### config.mk
export PLATFORM = sky130hd
export DESIGN_NAME = stage_execute
export DESIGN_NICKNAME = d
export VERILOG_FILES = /design/src/rtl/stage_execute.sv
export SDC_FILE = /design/constraint.sdc
export NUM_CORES = 1
export LEC_CHECK = 0
export ABC_AREA = 1
export CELL_PAD_IN_SITES_DETAIL_PLACEMENT = 0
export CELL_PAD_IN_SITES_GLOBAL_PLACEMENT = 1
export CORE_ASPECT_RATIO = 0.9
export CORE_MARGIN = 2
export CORE_UTILIZATION = 42
export DETAILED_ROUTE_END_ITERATION = 6
export GPL_TIMING_DRIVEN = 0
export HOLD_SLACK_MARGIN = 0.08
export PLACE_DENSITY = 0.93
export SKIP_CTS_REPAIR_TIMING = 1
export SLEW_MARGIN = 20
export SYNTH_ARGS = -nofsm -noshare
export SYNTH_HDL_FRONTEND = slang
export SYNTH_SLANG_ARGS = --single-unit
export TNS_END_PERCENT = 10
### constraint.sdc
create_clock -name clk -period 5.05 [get_ports clk]
set_clock_uncertainty 0.1 [all_clocks]
set_input_delay 1.01 -clock clk [delete_from_list [all_inputs] [get_ports clk]]
set_output_delay 1.01 -clock clk [all_outputs]
set_load 0.1 [all_outputs]
### src/rtl/stage_execute.sv
// Vector execute stage: single-cycle lane-parallel ALU for ops 0-6, and a
// lane-serial multiplier (one lane per cycle) that stalls upstream while busy.
module stage_execute #(
  parameter int vecSize      = 4,
  parameter int registerSize = 8
) (
  input  logic                                   clk,
  input  logic                                   reset,
  input  logic                                   valid_in,
  input  logic [2:0]                             aluOp,
  input  logic [vecSize-1:0][registerSize-1:0]   srcA,
  input  logic [vecSize-1:0][registerSize-1:0]   srcB,
  input  logic [registerSize-1:0]                imm,
  input  logic [registerSize-1:0]                address,
  input  logic                                   writeEnable_in,
  input  logic [1:0]                             writeRegFrom_in,
  input  logic                                   flush,
  output logic                                   stall,
  output logic                                   valid_out,
  output logic [vecSize-1:0][registerSize-1:0]   aluResult,
  output logic [vecSize-1:0][registerSize-1:0]   writeData,
  output logic [registerSize-1:0]                address_out,
  output logic [registerSize-1:0]                imm_out,
  output logic                                   writeEnable_out,
  output logic [1:0]                             writeRegFrom_out
);

  localparam int SHW = (registerSize > 1) ? $clog2(registerSize) : 1;
  localparam int CW  = (vecSize > 1) ? $clog2(vecSize) : 1;
  localparam logic [2:0] OP_MUL = 3'd7;

  typedef enum logic {IDLE, BUSY} state_t;

  state_t                               r_state, w_state_next;
  logic [CW-1:0]                        r_cnt;
  logic [vecSize-1:0][registerSize-1:0] r_acc, w_acc_next;
  logic [vecSize-1:0][registerSize-1:0] r_op_a, r_op_b;
  logic [registerSize-1:0]              r_imm, r_addr;
  logic                                 r_we;
  logic [1:0]                           r_wrf;
  logic [vecSize-1:0][registerSize-1:0] w_alu;
  logic                                 w_accept_alu, w_accept_mul, w_done, w_last;

  function automatic logic [registerSize-1:0] alu_lane(
    input logic [2:0]              op,
    input logic [registerSize-1:0] a,
    input logic [registerSize-1:0] b
  );
    case (op)
      3'd0:    return a + b;
      3'd1:    return a - b;
      3'd2:    return a & b;
      3'd3:    return a | b;
      3'd4:    return a ^ b;
      3'd5:    return a << b[SHW-1:0];
      3'd6:    return a >> b[SHW-1:0];
      default: return a * b;
    endcase
  endfunction

  assign stall  = (r_state == BUSY);
  assign w_last = (r_cnt == CW'(vecSize - 1));

  always_comb begin
    for (int i = 0; i < vecSize; i++) w_alu[i] = alu_lane(aluOp, srcA[i], srcB[i]);
  end

  always_comb begin
    w_acc_next        = r_acc;
    w_acc_next[r_cnt] = alu_lane(OP_MUL, r_op_a[r_cnt], r_op_b[r_cnt]);
  end

  // NOTE: every signal gets a default before the case so no path infers a latch.
  always_comb begin
    w_state_next = r_state;
    w_accept_alu = 1'b0;
    w_accept_mul = 1'b0;
    w_done       = 1'b0;
    if (flush) begin
      w_state_next = IDLE;
    end else begin
      case (r_state)
        IDLE: if (valid_in) begin
          if (aluOp == OP_MUL) begin
            w_state_next = BUSY;
            w_accept_mul = 1'b1;
          end else begin
            w_accept_alu = 1'b1;
          end
        end
        BUSY: if (w_last) begin
          w_state_next = IDLE;
          w_done       = 1'b1;
        end
        default: w_state_next = IDLE;
      endcase
    end
  end

  // NOTE: sequential state uses non-blocking assignments only.
  always_ff @(posedge clk or negedge reset) begin
    if (!reset) r_state <= IDLE;
    else        r_state <= w_state_next;
  end

  // NOTE: the accumulator and operand copies are reset too, so an abandoned
  // multiply leaves no stale lanes behind.
  always_ff @(posedge clk or negedge reset) begin
    if (!reset) begin
      r_cnt            <= '0;
      r_acc            <= '0;
      r_op_a           <= '0;
      r_op_b           <= '0;
      r_imm            <= '0;
      r_addr           <= '0;
      r_we             <= 1'b0;
      r_wrf            <= '0;
      valid_out        <= 1'b0;
      writeEnable_out  <= 1'b0;
      aluResult        <= '0;
      writeData        <= '0;
      address_out      <= '0;
      imm_out          <= '0;
      writeRegFrom_out <= '0;
    end else begin
      valid_out       <= 1'b0;
      writeEnable_out <= 1'b0;
      if (flush) begin
        r_cnt <= '0;
      end else if (w_accept_alu) begin
        aluResult        <= w_alu;
        writeData        <= srcB;
        address_out      <= address;
        imm_out          <= imm;
        writeRegFrom_out <= writeRegFrom_in;
        valid_out        <= 1'b1;
        writeEnable_out  <= writeEnable_in;
      end else if (w_accept_mul) begin
        r_op_a <= srcA;
        r_op_b <= srcB;
        r_imm  <= imm;
        r_addr <= address;
        r_we   <= writeEnable_in;
        r_wrf  <= writeRegFrom_in;
        r_acc  <= '0;
        r_cnt  <= '0;
      end else if (r_state == BUSY) begin
        r_acc <= w_acc_next;
        if (w_done) begin
          r_cnt            <= '0;
          aluResult        <= w_acc_next;
          writeData        <= r_op_b;
          address_out      <= r_addr;
          imm_out          <= r_imm;
          writeRegFrom_out <= r_wrf;
          valid_out        <= 1'b1;
          writeEnable_out  <= r_we;
        end else begin
          r_cnt <= r_cnt + 1'b1;
        end
      end
    end
  end

endmodule

## Word level (Yosys, flattened, before mapping)

Cells that the tools add are included.

| operators by class | value |
|---|---|
| add/subtract/negate cells | 9 |
| multipliers | 5 |
| order comparisons | 2 |
| equal/unequal tests | 10 |
| shifts and indexed selects | 8 |
| muxes and demuxes | 62 |
| bitwise logic cells | 15 |
| reduce and logical (&&, ||, !) cells | 10 |

Operators by type and width:

| cell | count |
|---|---|
| $mux 32 | 10 |
| $pmux 8 s7 | 4 |
| $mux 8 | 11 |
| $mul 8x8->8 | 5 |
| $add 8x8->8 | 4 |
| $and 8x8->8 | 4 |
| $bmux 8 s2 | 2 |
| $bwmux 32 | 1 |
| $or 8x8->8 | 4 |
| $shl 8x3->8 | 4 |
| $shr 8x3->8 | 4 |
| $sub 8x8->8 | 4 |
| $xor 8x8->8 | 4 |
| $mux 1 | 23 |
| $mux 2 | 9 |
| $demux 8 s2 | 1 |
| $eq 3x3->1 const B | 4 |
| $eq 3x2->1 const B | 2 |
| $reduce_and 3->1 | 2 |
| $reduce_bool 2->1 | 3 |
| $ne 2x2->1 const B | 2 |
| $reduce_and 4->1 | 1 |
| $eq 3x1->1 const B | 1 |
| $logic_not 3->1 | 1 |
| other kinds (9) | 11 |

| word-level totals | value |
|---|---|
| flip-flop bits (word level) | 202 |
| output and inout port bits | 85 |

## Logic depth before layout (Yosys ltp)

| depth | value |
|---|---|
| word-level depth | 9 |
| depth in mapped cells | 34 |
| gate-level depth less buffers | 32 |

## Worst setup path after synthesis

OpenSTA, ideal clock, no wires.

| path | value |
|---|---|
| path kind | register to register |
| start point | register r_cnt[1] |
| end point | register aluResult[31] (netlist bit) |
| arrival | 4.403 ns |
| data required time | 4.830 ns |
| path slack | 0.427 ns |
| cell stages (with the launch flop) | 32 |
| path buffers | 2 |
| clock period less this slack | 4.623 ns |
| path through | dfrtp_1 buf_4 inv_4 buf_4 nand3_1 nand2_1 nand2_1 fa_1 fa_1 inv_1 fa_1 inv_1 fa_1 inv_1 ha_1 nand3_1 nand3_1 nand2_1 nand2_1 inv_1 nand2_1 nand2_1 nor2_1 nor2_2 nand2_2 nand2_2 nand2_2 nand3_1 o21ai_2 nand2_1 nand2_1 nand2_1 |

| between the ends | value |
|---|---|
| cells in the longest elaborated chain, start to end | 9 |
| elaborated cells on any way between the ends | 21 |
| classes of those cells | mul: 1; order compare: 2; eq/ne: 1; mux: 14; reduce/logical: 3 |

Ends and longest elaborated chain:

| item | RTL line | RTL |
|---|---|---|
| start: declaration | 35 | `logic [CW-1:0] r_cnt;` |
| start signal: assignment | 159 | `r_cnt <= r_cnt + 1'b1;` |
| parallel branches: the longest is 9 deep, another holds $mul 8x8->8 | - |  |
| end signal: assignment | 131 | `aluResult <= w_alu;` |
| end signal: assignment | 151 | `aluResult <= w_acc_next;` |
| end: declaration | 20 | `output logic [vecSize-1:0][registerSize-1:0] aluResult,` |

Several ways; the timed one is not identified. The select of a mux whose other input is x is not followed.
A chain may end at the register's enable or synchronous reset.

## Worst setup path after layout

| path | value |
|---|---|
| start point | register r_cnt[1] |
| end point | register aluResult[23] (netlist bit) |

The elaborated chain is that of the path after synthesis.

==> out/metrics.yaml <==
run_status:
  run_status: "finished clean"
sta:
  final_critical_path_time_including_i_o_delays_and_setup_ps: 5020
  final_setup_tns_ps: 0
  finalHoldViolations: 0
  final_setup_violation_count: 0
  maxSlewHeadroom: 0.310
  grt_setup_unrepaired: "yes"
  max_clock_freq_ghz: 0.199
  tightest_pin_transition_ps: 1030
  report.final.slew_viol_count: 0
  finalCritPeriodShare: 0.995
synthesis:
  synth_compound_area_frac: 0.201
  mappedNetlistNets: 2436
  synth_adder_area_share: 0.117
  synth.yosys.seq_area_share: 0.325
  post_synth_instance_area_sq_mm: 0.0156
  synthSimpleGateAreaFrac: 0.232
  synth.cells.most_frequent: "sky130_fd_sc_hd__nand2_1 (596), sky130_fd_sc_hd__o21ai_0 (338), sky130_fd_sc_hd__inv_1 (272)"
  synth_enable_flop_cells: 0
  muxShareOfSynthArea: 0.00193
  yosys_most_used_dff: "sky130_fd_sc_hd__dfrtp_1"
  synthesis.yosys.warnings: 0
  synthDistinctLibCells: 53
  dominant_combinational_cell_family_by_area_after_synthesis: "simple AND/OR/NAND/NOR gates"
  yosys_register_bits: 202
  synthArstFlopShare: 1.00
  synthDominantAreaCellType: "sky130_fd_sc_hd__dfrtp_1"
  synth_most_common_cell: "sky130_fd_sc_hd__nand2_1"
  synthTopCellsByArea: "sky130_fd_sc_hd__dfrtp_1 (32%), sky130_fd_sc_hd__nand2_1 (14%), sky130_fd_sc_hd__o21ai_0 (11%), sky130_fd_sc_hd__ha_1 (9.6%), sky130_fd_sc_hd__inv_1 (6.6%)"
  synthesis.instances: 2210
  post_synthesis_mean_instance_area_sq_um: 7.04
  synth_largest_type_area_fraction: 0.325
  post_synthesis_share_of_cell_area_spent_on_xor_and_xnor_gates: 0.0174
floorplanning:
  fp-row-count: 66
  core-area_sq_mm: 0.0363
  io_pins: 175
  floorplan.initialDensity: 0.428
  floorplan.die.width_microns: 207
  die_height_microns: 187
  die-area_sq_mm: 0.0386
critical_path:
  r2r_cells: 31
  rrSetupSlack_ps: 30
  crit_path_frequent_cell: "sky130_fd_sc_hd__nand2_2"
  crit_arrival_ps: 5400
  slowest_delay_ps: 580
  cp_data_required_time_ps: 5430
  cp-end-kind: "flip-flop"
  critical_path_type: "reg2reg"
  regToRegStartpoint: "r_cnt[1]"
  worstSetupStartpointType: "flip-flop"
  worst_reg2reg_path_endpoint: "aluResult[23]"
  crit_slowest_cell: "sky130_fd_sc_hd__fa_1"
  critPathMaxFanout: 10
power:
  power_per_cell_area_mw_per_mm2: 419
  leakagePower_nw: 9.26
  max-vdd-ir-drop_mv: 0.457
grt:
  grt-ovfl-total: 0
  vias_in_the_first_global_route: 16000
  grt_antenna_before_repair: 2
  grt_max_degree: 87
  globalRouteTotalUtil: 0.343
  grt_pass1_wl_microns: 99100
detailed_routing:
  firstDrtPassIters: 6
  drc: 0
  drtIter0Drc: 1980
  maxUsedRoutingLayer: "met5"
  met3_wire_length_microns: 5860
  met2_wire_len_microns: 28700
  routed_via_density: 5.73
  ant_nets: 0
  routed_wire_length_per_instance_microns: 22.9
  wirelength_microns: 66900
  drt-met1-wl_microns: 28700
  via_count: 16700
layout:
  seq_area_sq_mm: 0.00505
  drive_above_1_share: 0.0877
  multiInputGateArea_sq_mm: 0.00907
  nets: 2651
  utilization: 0.526
  fillerInstances: 3628
  flow.area_growth_from_synthesis_pct: 22.8
hold_path:
  hold_path.class: "in2async"
place:
  place.detailed.hpwl_microns: 51900
  placement.io_buffers: 174
  place_congestion: 1.03
clocking:
  cts_sinks: 202
  insertion_delay_ps: 540
  maximum_buffer_depth_of_the_clock_tree: 3
  clock_root_buffer_master: "sky130_fd_sc_hd__clkbuf_16"
  cts_tree: "built"
  clk_transition_reported_paths_ps: 70
  h-tree-depth: 1
  cts_made_buffers: 24
flow_run:
  max_cap_violations: 0
## kinds of logic (layout without fill, tap and decap cells)
kind of cell | count (synthesis) | after routing
compound gates | 558 | 558
fa+ha+maj | 136 | 136
mux | 3 | 3
buf+inv | 403 | 633
flops | 202 | 202
xor+xnor | 31 | 31
other cells | 0 | 1
simple gates | 877 | 877
## layout by cell type, fill, tap and decap left out, drive strengths merged, types with 3 or more instances in the layout
| cell | Yosys | routed |
|---|---|---|
| o22ai | 32 | 32 |
| o31ai | 9 | 9 |
| a21oi | 98 | 98 |
| nor3 | 23 | 23 |
| clkinv | 3 | 7 |
| dfrtp | 202 | 202 |
| ha | 120 | 120 |
| or2 | 8 | 8 |
| nor2 | 115 | 115 |
| o2111ai | 12 | 12 |
| o211ai | 12 | 12 |
| nand2 | 614 | 614 |
| a41oi | 3 | 3 |
| fa | 16 | 16 |
| a211oi | 6 | 6 |
| nor4 | 3 | 3 |
| inv | 280 | 282 |
| xnor2 | 5 | 5 |
| o21ai | 341 | 341 |
| a221oi | 7 | 7 |
| a22o | 20 | 20 |
| o21a | 3 | 3 |
| nand3 | 98 | 98 |
| o41ai | 4 | 4 |
| mux2i | 3 | 3 |
| xor2 | 26 | 26 |
| clkbuf | 61 | 97 |
| nand3b | 5 | 5 |
| buf | 59 | 72 |
| clkdlybuf4s50 | 0 | 173 |
| nand4 | 8 | 8 |
## power by group
group          leakage (nW)  internal (W)  switching [W]
registers              2.49       0.00203       0.000247
logic                  6.37       0.00110        0.00283
clock network         0.401       0.00108       0.000716
total                  9.26       0.00421        0.00379
## critical path, delay by kind of cell, from the launching register on
kind | cells | cell delay (ps)
adder cells (fa/ha/maj) | 5 | 2160
AND/OR/NAND/NOR | 19 | 1670
buffers and inverters | 7 | 630
flip-flops | 1 | 390
## state kept, by name, summed over array words and instances, names as in the netlist
name,flops
aluResult,32
r_acc,32
r_op_a,32
r_op_b,32
writeData,32
address_out,8
imm_out,8
r_addr,8
r_imm,8
r_cnt,2
r_wrf,2
writeRegFrom_out,2
r_we,1
stall,1
valid_out,1
writeEnable_out,1
## per-layer routing
| layer | global-route usage | up-vias |
|---|---|---|
| met5 | 0 | - |
| li1 | - | 7683 |
| met3 | 0.0562 | 149 |
| met4 | 0.157 | 2 |
| met2 | 0.511 | 834 |
| met1 | 0.486 | 8044 |
## through the flow
stage	worst slack [ps]	area, sq um	total power [W]	std cells	hold slack [ps]
floorplan	427	15600	0.00481	2210	348
global placement	-5690	17900	0.00590	2860	366
detailed placement	-604	18000	0.00596	2862	370
CTS	-374	18800	0.00777	2903	244
global route	-155	19100	0.00840	2916	262
finish	27.0	19100	0.00800	2917	248
## worst max path at each step
stage | slack [ps] | end | depth (start not counted) | startpoint
floorplan | 430 | aluResult[31] | 31 | r_cnt[1]
global route | -160 | aluResult[23] | 32 | r_cnt[0]
CTS | -370 | aluResult[23] | 30 | r_cnt[1]
finish | 30 | aluResult[23] | 31 | r_cnt[1]
global placement | -5690 | r_acc[4] | 1 | reset
detailed placement | -600 | aluResult[22] | 18 | aluOp[1]
## final cells by class
type	count	share of cell area
well taps	476	0.0312
clock inverters	8	0.00530
flip-flops and latches	202	0.264
clock buffers	33	0.0369
plain buffers	119	0.0313
diodes	1	0.000131
repair buffers	190	0.0998
multi-input cells	1605	0.475
inverters	283	0.0562
Note: power is estimated with default switching activity, not from simulation.
